===== config.mk =====
export PLATFORM = sky130hd
export DESIGN_NAME = sgmii_autoneg_ctrl
export DESIGN_NICKNAME = d
export VERILOG_FILES = /design/src/rtl/sgmii_pkg.sv /design/src/rtl/sgmii_an_timer.sv /design/src/rtl/sgmii_autoneg_ctrl.sv
export SDC_FILE = /design/constraint.sdc
export NUM_CORES = 1
export LEC_CHECK = 0
export CAP_MARGIN = 15
export CELL_PAD_IN_SITES_DETAIL_PLACEMENT = 1
export CELL_PAD_IN_SITES_GLOBAL_PLACEMENT = 2
export CORE_MARGIN = 4
export CORE_UTILIZATION = 24
export DETAILED_ROUTE_END_ITERATION = 16
export HOLD_SLACK_MARGIN = 0.15
export PLACE_DENSITY = 0.53
export SLEW_MARGIN = 0
export SYNTH_ARGS = -nofsm -noshare
export SYNTH_HDL_FRONTEND = slang
export SYNTH_SLANG_ARGS = --single-unit

===== constraint.sdc =====
create_clock -name clk_125mhz -period 7.9 [get_ports clk_125mhz]
set_input_delay 1.58 -clock clk_125mhz [delete_from_list [all_inputs] [get_ports clk_125mhz]]
set_output_delay 1.58 -clock clk_125mhz [all_outputs]
set_load 0.02 [all_outputs]

===== src/rtl/sgmii_pkg.sv =====
// Shared definitions for SGMII auto-negotiation: state encodings, config-word
// bit positions and partner speed codes.
package sgmii_pkg;

   typedef enum logic [2:0] {
      AN_DISABLE  = 3'd0,
      AN_ABILITY  = 3'd1,
      AN_ACK      = 3'd2,
      AN_COMPLETE = 3'd3,
      AN_IDLE_DET = 3'd4,
      AN_LINK_OK  = 3'd5
   } an_state_e;

   localparam int CFG_ACK_BIT    = 14;
   localparam int CFG_DUPLEX_BIT = 12;
   localparam int CFG_SPEED_HI   = 11;
   localparam int CFG_SPEED_LO   = 10;
   localparam int CFG_SGMII_BIT  = 0;

   localparam logic [1:0] SPEED_10M  = 2'b00;
   localparam logic [1:0] SPEED_100M = 2'b01;
   localparam logic [1:0] SPEED_1G   = 2'b10;
   localparam logic [1:0] SPEED_RSVD = 2'b11;

   localparam int AN_TIMER_W = 18;

   // The reserved speed code is treated as 1G.
   function automatic logic [1:0] decode_speed(input logic [1:0] code);
      return (code == SPEED_RSVD) ? SPEED_1G : code;
   endfunction

endpackage


===== src/rtl/sgmii_an_timer.sv =====
// Link timer: loadable down-counter that holds at zero and flags expiry.
module sgmii_an_timer
   import sgmii_pkg::*;
#(
   parameter int LINK_TIMER = 200000
) (
   input  logic clk_125mhz,
   input  logic rst,
   input  logic load,
   output logic expired
);

   localparam logic [AN_TIMER_W-1:0] LOAD_VAL = AN_TIMER_W'(LINK_TIMER - 1);

   logic [AN_TIMER_W-1:0] cnt_q, cnt_d;

   // Load takes priority; otherwise count down and stop at zero.
   always_comb begin
      cnt_d = cnt_q;
      if (load) begin
         cnt_d = LOAD_VAL;
      end else if (cnt_q != '0) begin
         cnt_d = cnt_q - AN_TIMER_W'(1);
      end
   end

   // Counter register.
   always_ff @(posedge clk_125mhz) begin
      if (rst) begin
         cnt_q <= '0;
      end else begin
         cnt_q <= cnt_d;
      end
   end

   assign expired = (cnt_q == '0);

endmodule


===== src/rtl/sgmii_autoneg_ctrl.sv =====
// SGMII auto-negotiation sequencer for one port.
//
//   state     | meaning
//   ----------+-----------------------------------------------------
//   DISABLE   | no code-group sync, nothing sent
//   ABILITY   | sending config words, waiting for partner ability
//   ACK       | ability latched, acking, waiting for partner ack
//   COMPLETE  | both acked, running the link timer
//   IDLE_DET  | sending idles, waiting for partner idles + timer
//   LINK_OK   | link up, speed/duplex valid
module sgmii_autoneg_ctrl
   import sgmii_pkg::*;
#(
   parameter int LINK_TIMER = 200000,
   parameter int MATCH_CNT  = 3
) (
   input  logic        clk_125mhz,
   input  logic        rst,
   input  logic        rx_sync,
   input  logic        rx_cfg_valid,
   input  logic [15:0] rx_cfg_word,
   input  logic        rx_idle_valid,
   input  logic        an_restart,
   output logic        sgmii_autoneg_start,
   output logic        sgmii_autoneg_ack,
   output logic        sgmii_autoneg_done,
   output logic        link_up,
   output logic [1:0]  link_speed,
   output logic        link_duplex,
   output logic [2:0]  an_state
);

   localparam logic [2:0]  MATCH_N   = 3'(MATCH_CNT);
   // The partner's ack bit toggles between ABILITY and ACK, so it is not part of the ability compare.
   localparam logic [15:0] ABIL_MASK = ~(16'd1 << CFG_ACK_BIT);

   an_state_e   state_q, state_d;
   logic [15:0] prev_q, prev_d;
   logic [2:0]  cnt_q, cnt_d, cnt_nxt;
   logic [13:0] ability_q, ability_d;
   logic [1:0]  speed_q, speed_d;
   logic        duplex_q, duplex_d;
   logic        start_q, start_d, ack_q, ack_d, done_q, done_d, link_up_q, link_up_d;
   logic        cfg_ok, cfg_same, match_hit, idle_hit;
   logic        timer_load, timer_expired;

   sgmii_an_timer #(.LINK_TIMER(LINK_TIMER)) u_timer (
      .clk_125mhz (clk_125mhz),
      .rst        (rst),
      .load       (timer_load),
      .expired    (timer_expired)
   );

   // Consecutive-match counter for config words (or idles in IDLE_DET).
   always_comb begin
      cfg_ok   = 1'b1;
      cfg_same = (rx_cfg_word == prev_q);
      case (state_q)
         AN_ABILITY: begin
            cfg_ok   = rx_cfg_word[CFG_SGMII_BIT];
            cfg_same = ((rx_cfg_word ^ prev_q) & ABIL_MASK) == '0;
         end
         AN_ACK: cfg_ok = rx_cfg_word[CFG_ACK_BIT] && (rx_cfg_word[13:0] == ability_q);
         default: ;
      endcase
      prev_d  = prev_q;
      cnt_nxt = cnt_q;
      if (rx_cfg_valid) begin
         prev_d = rx_cfg_word;
         if (rx_cfg_word == '0 || !cfg_ok || state_q == AN_IDLE_DET) begin
            cnt_nxt = 3'd0;
         end else if (!cfg_same) begin
            cnt_nxt = 3'd1;
         end else if (cnt_q != MATCH_N) begin
            cnt_nxt = cnt_q + 3'd1;
         end
      end else if (rx_idle_valid && state_q == AN_IDLE_DET && cnt_q != MATCH_N) begin
         cnt_nxt = cnt_q + 3'd1;
      end
      match_hit = rx_cfg_valid && (cnt_nxt == MATCH_N);
      idle_hit  = (cnt_nxt == MATCH_N);
   end

   // Next state, overrides, latches and registered output values.
   always_comb begin
      state_d = state_q;
      case (state_q)
         AN_DISABLE:  if (rx_sync) state_d = AN_ABILITY;
         AN_ABILITY:  if (match_hit) state_d = AN_ACK;
         AN_ACK: begin
            if (rx_cfg_valid && rx_cfg_word[13:0] != ability_q) state_d = AN_ABILITY;
            else if (match_hit) state_d = AN_COMPLETE;
         end
         AN_COMPLETE: if (timer_expired) state_d = AN_IDLE_DET;
         AN_IDLE_DET: begin
            if (rx_cfg_valid && rx_cfg_word == '0) state_d = AN_ABILITY;
            else if (idle_hit && timer_expired) state_d = AN_LINK_OK;
         end
         AN_LINK_OK:  if (rx_cfg_valid) state_d = AN_ABILITY;
         default:     state_d = AN_DISABLE;
      endcase
      if (rx_cfg_valid && rx_cfg_word == '0 && (state_q == AN_ACK || state_q == AN_COMPLETE))
         state_d = AN_ABILITY;
      if (an_restart && state_q != AN_DISABLE) state_d = AN_ABILITY;
      if (!rx_sync) state_d = AN_DISABLE;

      cnt_d      = (state_d != state_q || an_restart) ? 3'd0 : cnt_nxt;
      timer_load = (state_d != state_q) && (state_d == AN_COMPLETE || state_d == AN_IDLE_DET);

      ability_d = ability_q;
      speed_d   = speed_q;
      duplex_d  = duplex_q;
      if (state_q == AN_ABILITY && state_d == AN_ACK) begin
         ability_d = rx_cfg_word[13:0];
         speed_d   = decode_speed(rx_cfg_word[CFG_SPEED_HI:CFG_SPEED_LO]);
         duplex_d  = rx_cfg_word[CFG_DUPLEX_BIT];
      end

      start_d   = (state_d != AN_DISABLE);
      ack_d     = (state_d == AN_ACK) || (state_d == AN_COMPLETE);
      done_d    = (state_d == AN_IDLE_DET) || (state_d == AN_LINK_OK);
      link_up_d = (state_d == AN_LINK_OK);
   end

   // State, match and output registers.
   always_ff @(posedge clk_125mhz) begin
      if (rst) begin
         state_q   <= AN_DISABLE;
         prev_q    <= '0;
         cnt_q     <= '0;
         ability_q <= '0;
         speed_q   <= SPEED_1G;
         duplex_q  <= 1'b0;
         start_q   <= 1'b0;
         ack_q     <= 1'b0;
         done_q    <= 1'b0;
         link_up_q <= 1'b0;
      end else begin
         state_q   <= state_d;
         prev_q    <= prev_d;
         cnt_q     <= cnt_d;
         ability_q <= ability_d;
         speed_q   <= speed_d;
         duplex_q  <= duplex_d;
         start_q   <= start_d;
         ack_q     <= ack_d;
         done_q    <= done_d;
         link_up_q <= link_up_d;
      end
   end

   assign sgmii_autoneg_start = start_q;
   assign sgmii_autoneg_ack   = ack_q;
   assign sgmii_autoneg_done  = done_q;
   assign link_up             = link_up_q;
   assign link_speed          = speed_q;
   assign link_duplex         = duplex_q;
   assign an_state            = state_q;

endmodule


==> impl_results.md <==
* Final #Nets at 438
* Antenna-violating nets left at 0
* Total net switching power at approximately 0.00034 W
* Cell Chain, Critical Path: clkdlybuf4s50_1, xor2_1, nor4_1, and3_1, a41oi_1, a22o_1, o311ai_4, o211ai_1
* Post-synth cell types at 63
* Initial Utilization at 0.248
* Cell family with most CP delay: compound AO/OA/AOI/OAI gates
* DR vias/cell at 4.92
* CP Launch Type: input port
* Synth Area in Simple Gates at 0.232
* Worst EP required at 8.08 ns
* Synthesized Nets at 415
* WP buf/inv at 1
* Internal at 0.000757 W
* CTS-repair resized insts at 0
* Main area contributors after synthesis: dfxtp_1, xor2_1, mux2i_1, nor2_1, o211ai_2
* Number of synthesized flops with an enable pin at 0
* Mapped Area at 3500 um2
* Post-synth top area cell: dfxtp_1
* Combinational Power Share at 0.265
* Worst min path class: reg -> reg
* Most frequent cells after synthesis: dfxtp_1, nor2_1, xor2_1
* GR Util All Layers at 0.136
* 1st-pass router iterations at 4
* Final Wtd Congestion at 0.754
* Root Buffer: clkbuf_16
* Complex-gate fraction of the synthesized area at 0.153
* Pin count of the biggest net entering global routing at 60
* Post-synthesis sequential area ratio at 0.343
* Adder-Cell Fraction of Synth Area at 0.0143
* Slowest CP cell: o311ai_4
* Avg Cell Area, Syn at 9.00 um2
* Ratio of cells with drive above 1 in the final layout at 0.118
* H-tree Lvls at 3
* Clock-pin slew on the worst setup and hold paths at 0.06 ns
* # clock sinks at 60
* Final setup margin at 3.13 ns
* Relative slew slack at 0.455
* Final setup violation count at 0
* Max Freq at 210 MHz
* Async SR Flop Fraction at 0
* Crit path kind: in -> reg
* Final Cycle Share at 0.604
* Port bufs at 31
* Tmin final at 4.77 ns
* DIE HEIGHT at 129 um
* Count leader, synth: dfxtp_1
* Rows at 43
* CTS tree: yes
* Measured slew at the worst slew-check pin at 0.815 ns
* Largest family of logic cells by synthesized area: simple AND/OR/NAND/NOR gates
* Worst slack, placed at between 2 and 3 ns
* Max stage delay on crit path at 0.77 ns
* Clock Power Share at 0.401
* HPWL Detailed at 7420 um
* # DRC at 0
* Clk Latency, worst-skew pair at 0.34 ns
* Post-synthesis mux area share at 0.0919
* Leakage at 1.73 nW
* Num ports at 32
* Max-cap violation count at 0
* Crit. End Element: flop
* Setup TNS at 0 ns
* Chip Width at 129 um
* First-pass GRT wire length at 17,500 um
* Area grow syn2layout at 21.6%
* Die ar. at 16,600 um2
* Critical Path AT at 4.96 ns
* RSZ-0062 raised after global routing: false
* Switching share of power at 0.313
* Initial DRC count at 105
* TritonCTS Buffers at 9
* Sequential share of power at 0.335
* Placed Instances at 581
* Yosys warns at 0
* DR WL/cell at between 15 and 20 um
* Cell Pwr Density at 259 nW/um2
* Total grt overflow at 0
* Yosys reg bits at 60
* Outcome: completed
* Final-report max-slew violation count at 0
* Post-Synthesis Cells at 389
* Clock buffer depth at 2
* Post-Layout Cell Count at 597
* Post-Synth XOR/XNOR Area at 0.115
* Initial antenna violation count at 0
* WL final at around 11,000 um
* CTS Hold Bufs at 0
* Vias in the first global route at 3,122
* Filler cell count at 1,632
* Number of post-CTS setup repair buffers at 0
* Antenna Cells at 0
* Primary FF master, synth: dfxtp_1
* Max IR drop VDD at around 0.11 mV
* Yosys top cell area share at 0.343
* Final Hold Viols at 0
* Core Footprint at 14,100 um2
* Final core utilization at 0.302
* Power, Total at around 0.0011 W
* Vias at ~2,900
* Skew final at 0.0113 ns
* Max FO, Critical Path at 11
sequential cells by signal, summed over array words and instances, names as in the netlist:
name	cells
ability_q	14
sgmii_autoneg_start	1
u_timer.cnt_q	18
link_speed	2
an_state	3
link_up	1
cnt_q	3
prev_q	16
sgmii_autoneg_ack	1
sgmii_autoneg_done	1
tightest hold or removal path, delay by kind of cell, from the launching register on:
kind,cells,cell delay (ns)
buffers and inverters,1,0.05
AOI/OAI and AO/OA,1,0.05
DFF,1,0.32
per-stage QoR:
step / hold WS, ns / cell area, um2
after global routing: 0.499 / 4260
after floorplan: 0.437 / 3500
after global placement: 0.447 / 3930
after CTS: 0.468 / 4260
after detailed placement: 0.460 / 3930
final: 0.465 / 4260
power by group through the flow:
stage,clock network [W],logic (W),registers (W)
2_1_floorplan,0,0.000235,0.000365
3_3_place_gp,0,0.000293,0.000373
3_5_place_dp,0,0.000295,0.000374
4_1_cts,0.000457,0.000298,0.000367
5_1_grt,0.000468,0.000335,0.000373
6_report,0.000441,0.000292,0.000369
placed cells by master (no fill, tap or decap), drive strengths merged, types with 3 or more instances in the layout:
cell type | netlist | routed
a2111oi | 5 | 5
a211oi | 3 | 3
a21oi | 13 | 13
a31oi | 3 | 3
and3 | 3 | 3
buf | 12 | 4
clkbuf | 10 | 13
clkdlybuf4s50 | 0 | 30
dfxtp | 60 | 60
ha | 4 | 4
inv | 14 | 14
mux2i | 31 | 31
nand2 | 15 | 15
nand2b | 4 | 4
nand3 | 12 | 12
nand4 | 6 | 6
nor2 | 51 | 51
nor2b | 3 | 3
nor3 | 18 | 18
nor4 | 15 | 15
o211ai | 9 | 9
o21ai | 7 | 7
or2 | 3 | 3
or3b | 5 | 5
or4 | 4 | 4
xnor2 | 7 | 7
xor2 | 39 | 39
cell type report:
class	count	area (um2)	share of cell area
clock buffers	13	260	0.0611
clock inverters	3	68.8	0.0162
inverters	14	52.6	0.0123
multi-input cells	293	2120	0.498
flip-flops and latches	60	1200	0.282
well taps	180	225	0.0529
repair buffers	34	328	0.0770
cells by family after synthesis:
| logic type | after synthesis |
|---|---|
| simple gates | 148 |
| xor+xnor | 46 |
| fa+ha+maj | 4 |
| buf+inv | 36 |
| mux | 32 |
| compound gates | 63 |
| flops | 60 |
final timing paths:
check	from	endpoint	slack, ns	cells after the start
setup reg to reg	cnt_q[0]	u_timer.cnt_q[0]	4.59	8
hold / removal	ability_q[0]	ability_q[0]	0.47	2
setup / recovery	rx_cfg_word[3]	u_timer.cnt_q[0]	3.13	8
hold reg to reg	ability_q[0]	ability_q[0]	0.47	2
layer usage:
metal	vias up	wire length, um	track usage
li1	1448	-	-
met1	1434	5230	0.184
met2	37	4750	0.209
met3	18	306	0.0328
met4	0	225	0.0525
met5	-	0	0
Note: power is estimated with default switching activity, not from simulation.
==> variant 1, RTL diff (config.mk and constraints unchanged) <==
Register the output `sgmii_autoneg_done` once more, with the module's reset; this adds one clock of latency there. The other outputs are not delayed to match.
--- a/src/rtl/sgmii_autoneg_ctrl.sv
+++ b/src/rtl/sgmii_autoneg_ctrl.sv
@@ -151,7 +151,13 @@
 
    assign sgmii_autoneg_start = start_q;
    assign sgmii_autoneg_ack   = ack_q;
-   assign sgmii_autoneg_done  = done_q;
+   always_ff @(posedge clk_125mhz) begin
+      if (rst) begin
+         sgmii_autoneg_done <= '0;
+      end else begin
+         sgmii_autoneg_done <= done_q;
+      end
+   end
    assign link_up             = link_up_q;
    assign link_speed          = speed_q;
    assign link_duplex         = duplex_q;
Behaviour: no difference found for any inputs over 10 cycles, from zero or initial values and one cycle with rst high; that may be too few to reach the edited logic, so the function may still have changed.
==> variant 1 against the unedited design <==
  * Sequential power is 5% higher
  * Final cell count is 6.7% lower
  * Power is 6.6% lower
  * Die area is 7.6% lower
  * Worst setup slack worse by 0.34 ns
  * Synthesized area is 8.1% lower
  * Fmax is 6.7% lower
  * Hold slack worse by 0.0041 ns
  * Cell area is 7.6% lower
  * Sequential cell count is 1 higher
  * Wire length is 16% lower
  * Count of clock-buffer cells in the layout is 2 lower
  * Register-to-register slack worse by 0.68 ns
  * Critical endpoint is now u_timer.cnt_q[2]
==> variant 1: results (changes against the unedited design) <==
stage	metric	value	unit	change
run_status	status	completed		unchanged
logic_synthesis	Syn Area/Cell	9.14	um^2	was 9.00 um^2
logic_synthesis	compound-gate portion of the synthesized area	14.5	%	was 15.3%
clock_tree	clk_lat worst skew	0.33	ns	
min_path	min-delay src	done_q		was ability_q[0]
logic_synthesis	Commonest cells post-synth	dfxtp_1 (61), nor2_1 (54), xor2_1 (34), mux2i_1 (30), nor4_1 (15)		was dfxtp_1 (60), nor2_1 (50), xor2_1 (39), mux2i_1 (31), nor3_1 (18)
logic_synthesis	adder-cell share of the synthesized area	1.56	%	was 1.43%
layout	layout cells sized above 1	10.2	%	was 11.8%
timing	worst clock skew	0.00779	ns	was 0.0113 ns
timing	hold slack	0.461	ns	was 0.465 ns
logic_synthesis	Synth area leaders	dfxtp_1 (38%), mux2i_1 (9.3%), xor2_1 (9.3%)		was dfxtp_1 (34%), xor2_1 (9.8%), mux2i_1 (8.9%)
layout	Nets	405		was 438
route	Routed WL per cell	15.9	um	was 17.6 um
global_route	vias in the first global route	2806		was 3122
min_path	Hold Path End	sgmii_autoneg_done		was ability_q[0]
route	drt first pass iters	4		unchanged
global_route	antenna violations before repair	0		unchanged
placed_design	DP Area	0.00368	mm^2	was 0.00393 mm^2
timing	post-layout min period	5.11	ns	was 4.77 ns
power	Max rail drop VDD	0.0000825	V	was 0.000108 V
setup_path	reg2reg end	u_timer.cnt_q[2]		was u_timer.cnt_q[0]
min_path	Worst Hold Path Cells	1		was 2
route	vias	2598		was 2937
clock_tree	# Post-CTS Setup Buffers	0		unchanged
placed_design	gpl congestion	0.730		was 0.754
placed_design	placed cells	544		was 581
placed_design	Place WS	2.40	ns	was 2.74 ns
route	Initial DRC Count	90		was 105
setup_path	CP Data Arrival Time	5.37	ns	was 4.96 ns
setup_path	R2R Setup Slk	3.91	ns	was 4.59 ns
power	Leak	1.58	nW	was 1.73 nW
logic_synthesis	mux cell area share after synthesis	9.68	%	was 9.19%
clock_tree	Root Buffer	clkbuf_16		unchanged
logic_synthesis	Seq/Total Area, Yosys	37.9	%	was 34.3%
global_route	GRT Total Usage	13.0	%	was 13.6%
timing	measured slew at the worst slew-check pin	0.699	ns	was 0.815 ns
placed_design	dpl hpwl	6460	um	was 7420 um
power	clock share of power	33.4	%	was 40.1%
power	Seq pwr share	37.7	%	was 33.5%
logic_synthesis	xor and xnor fraction of the mapped netlist area	12.0	%	was 11.5%
setup_path	Crit. Startpoint	rx_cfg_word[10]		was rx_cfg_word[3]
logic_synthesis	syn nets	378		was 415
power	Pint	0.000699	W	was 0.000757 W
logic_synthesis	Netlist cell types	59		was 63
power	Net Sw Frac	32.1	%	was 31.3%
logic_synthesis	Async S/R FF share, synth	0	%	unchanged
route	routed vias/inst	4.66		was 4.92
setup_path	reg2reg path depth	10		was 8
==> variant 1: cell count changes after synthesis, sizes merged, moves of 5 or more <==
cell     before  now
nand2        15    7
xor2         39   34
o211ai        9    2
a2111oi       5    0
nor3         18   13
buf          12    6
==> variant 1: final cells by class <==
| type | instances | area, um^2 |
|---|---|---|
| fill | 1536 | 9250 |
| multi-input combinational | 262 | 1870 |
| sequential | 61 | 1220 |
| timing repair buffer | 35 | 335 |
| clock buffer | 11 | 243 |
| tap | 176 | 220 |
| inverter | 10 | 37.5 |
| clock inverter | 2 | 12.5 |
==> variant 1: metal layers <==
layer,GRT usage (%),routed length [um],vias to the layer above
met3,3.91,358,11
met5,0,0,-
met1,16.7,4280,1244
li1,-,-,1305
met2,20.3,4100,38
met4,4.98,130,0
==> variant 1: worst max-delay path, cell delays in order <==
cell	delay, ns
clkdlybuf4s50_1	0.54
xor2_1	0.20
nor4_1	0.52
nand4_1	0.31
a211oi_2	0.45
nand3_2	0.54
a21boi_2	0.41
a221o_1	0.60
a31oi_1	0.21
==> variant 2, RTL diff (same settings) <==
Without the edit above. Change the package constant `AN_TIMER_W` from 18 to 22.
--- a/src/rtl/sgmii_pkg.sv
+++ b/src/rtl/sgmii_pkg.sv
@@ -22,7 +22,7 @@
    localparam logic [1:0] SPEED_1G   = 2'b10;
    localparam logic [1:0] SPEED_RSVD = 2'b11;
 
-   localparam int AN_TIMER_W = 18;
+   localparam int AN_TIMER_W = 22;
 
    // The reserved speed code is treated as 1G.
    function automatic logic [1:0] decode_speed(input logic [1:0] code);
Behaviour: no difference found for any inputs over 10 cycles, from zero or initial values and one cycle with rst high; that may be too few to reach the edited logic, so the function may still have changed.
==> variant 2 against the unedited design <==
  * Sequential power up 16%
  * Synthesized area up 4.3%
  * Power up 8.5%
  * Wire length down 1.3%
  * Worst setup slack worse by 0.17 ns
  * Cell area up 2.9%
  * Sequential cell count up 4
  * Count of clock-buffer cells in the layout unchanged
  * Critical endpoint is now ability_q[13]
  * Largest power group is now sequential cells
==> variant 2: results (changes against the unedited design) <==
stage	metric	value	unit	change
run_status	status	completed		unchanged
layout	Regs by FF count	u_timer.cnt_q (22), prev_q (16), ability_q (14)		was u_timer.cnt_q (18), prev_q (16), ability_q (14)
route	DR WL met2	4720	um	was 4750 um
setup_path	cell family with most CP delay	simple AND/OR/NAND/NOR gates		was compound AO/OA/AOI/OAI gates
placed_design	dpl hpwl	7460	um	was 7420 um
logic_synthesis	Seq/Total Area, Yosys	35.1	%	was 34.3%
global_route	GRT Total Usage	12.6	%	was 13.6%
route	routed vias/inst	4.89		was 4.92
power	Leak	1.71	nW	was 1.73 nW
setup_path	reg2reg end	ability_q[13]		was u_timer.cnt_q[0]
global_route	M2 GR Usage	19.9	%	was 20.9%
global_route	first-pass GRT wire length	17500	um	about the same
power	Seq pwr share	35.7	%	was 33.5%
logic_synthesis	Commonest cells post-synth	dfxtp_1 (64), nor2_1 (56), xor2_1 (36), mux2i_1 (31), nand2_1 (21)		was dfxtp_1 (60), nor2_1 (50), xor2_1 (39), mux2i_1 (31), nor3_1 (18)
power	clock share of power	30.6	%	was 40.1%
power	Net Sw Frac	35.9	%	was 31.3%
setup_path	R2R Setup Slk	4.19	ns	was 4.59 ns
min_path	min-delay src	link_speed[0]		was ability_q[0]
layout	Nets	456		was 438
route	Initial DRC Count	149		was 105
timing	measured slew at the worst slew-check pin	1.09	ns	was 0.815 ns
logic_synthesis	syn nets	429		was 415
placed_design	gpl congestion	0.746		was 0.754
global_route	vias in the first global route	3195		was 3122
logic_synthesis	Netlist cell types	64		was 63
power	Max rail drop VDD	0.0000839	V	was 0.000108 V
global_route	grt met3 use	2.37	%	was 3.28%
setup_path	CP max stage delay	0.84	ns	was 0.77 ns
layout	layout cells sized above 1	12.0	%	was 11.8%
clock_tree	clk slew on worst S/H paths	0.05	ns	
timing	worst clock skew	0.00560	ns	was 0.0113 ns
setup_path	Max FO, Critical Path	17		was 11
setup_path	reg2reg path depth	10		was 8
route	met3 WL post-DR	241	um	was 306 um
timing	hold slack	0.477	ns	was 0.465 ns
route	Routed WL per cell	16.8	um	was 17.6 um
route	drt first pass iters	4		unchanged
placed_design	DP Area	0.00410	mm^2	was 0.00393 mm^2
global_route	met1 Usage GRT	17.2	%	was 18.4%
route	routed length on met1	5240	um	was 5230 um
min_path	Hold Path End	link_speed[0]		was ability_q[0]
setup_path	Critical-path top delay cell	nor3_4		was o311ai_4
logic_synthesis	Synth area leaders	dfxtp_1 (35%), xor2_1 (8.6%), mux2i_1 (8.5%)		was dfxtp_1 (34%), xor2_1 (9.8%), mux2i_1 (8.9%)
variant 2: cell families (layout without fill, tap and decap cells):
| group | Yosys count | in the layout | synth area share (%) |
|---|---|---|---|
| AND/OR/NAND/NOR | 164 | 164 | 25.2 |
| AO/OA/AOI/OAI | 65 | 65 | 14.6 |
| flip-flops | 64 | 64 | 35.1 |
| XOR/XNOR | 45 | 45 | 10.8 |
| multiplexers | 33 | 33 | 9.12 |
| buffers and inverters | 28 | 60 | 3.87 |
| adder cells (fa/ha/maj) | 4 | 4 | 1.37 |
variant 2: worst max path at each step:
| stage | start | endpoint | slack [ns] |
|---|---|---|---|
| floorplan | rx_cfg_word[10] | u_timer.cnt_q[10] | 3.80 |
| global placement | rx_cfg_word[10] | link_speed[0] | 2.55 |
| detailed placement | rx_cfg_word[10] | link_speed[0] | 2.46 |
| CTS | rx_cfg_word[10] | link_speed[0] | 2.80 |
| global route | rx_cfg_word[10] | u_timer.cnt_q[0] | 2.55 |
| finish | rx_cfg_word[10] | ability_q[13] | 2.96 |
variant 2: cell type report:
type	instances	area, um^2	area share [%]
Inverter	9	33.8	0.771
Sequential cell	64	1280	29.3
Clock inverter	3	17.5	0.400
Timing Repair Buffer	35	339	7.74
Multi-Input combinational cell	311	2230	50.9
Tap cell	184	230	5.26
Clock buffer	13	250	5.71
variant 2: metrics by stage:
| stage | total power [W] | std cells | util [%] | setup slack, ns |
|---|---|---|---|---|
| floorplan | 0.000734 | 403 | - | 3.80 |
| global placement | 0.000836 | 602 | 27.9 | 2.55 |
| detailed placement | 0.000843 | 602 | 27.9 | 2.46 |
| CTS | 0.00122 | 618 | 29.7 | 2.80 |
| global route | 0.00129 | 619 | 29.8 | 2.55 |
| finish | 0.00120 | 619 | 29.8 | 2.96 |
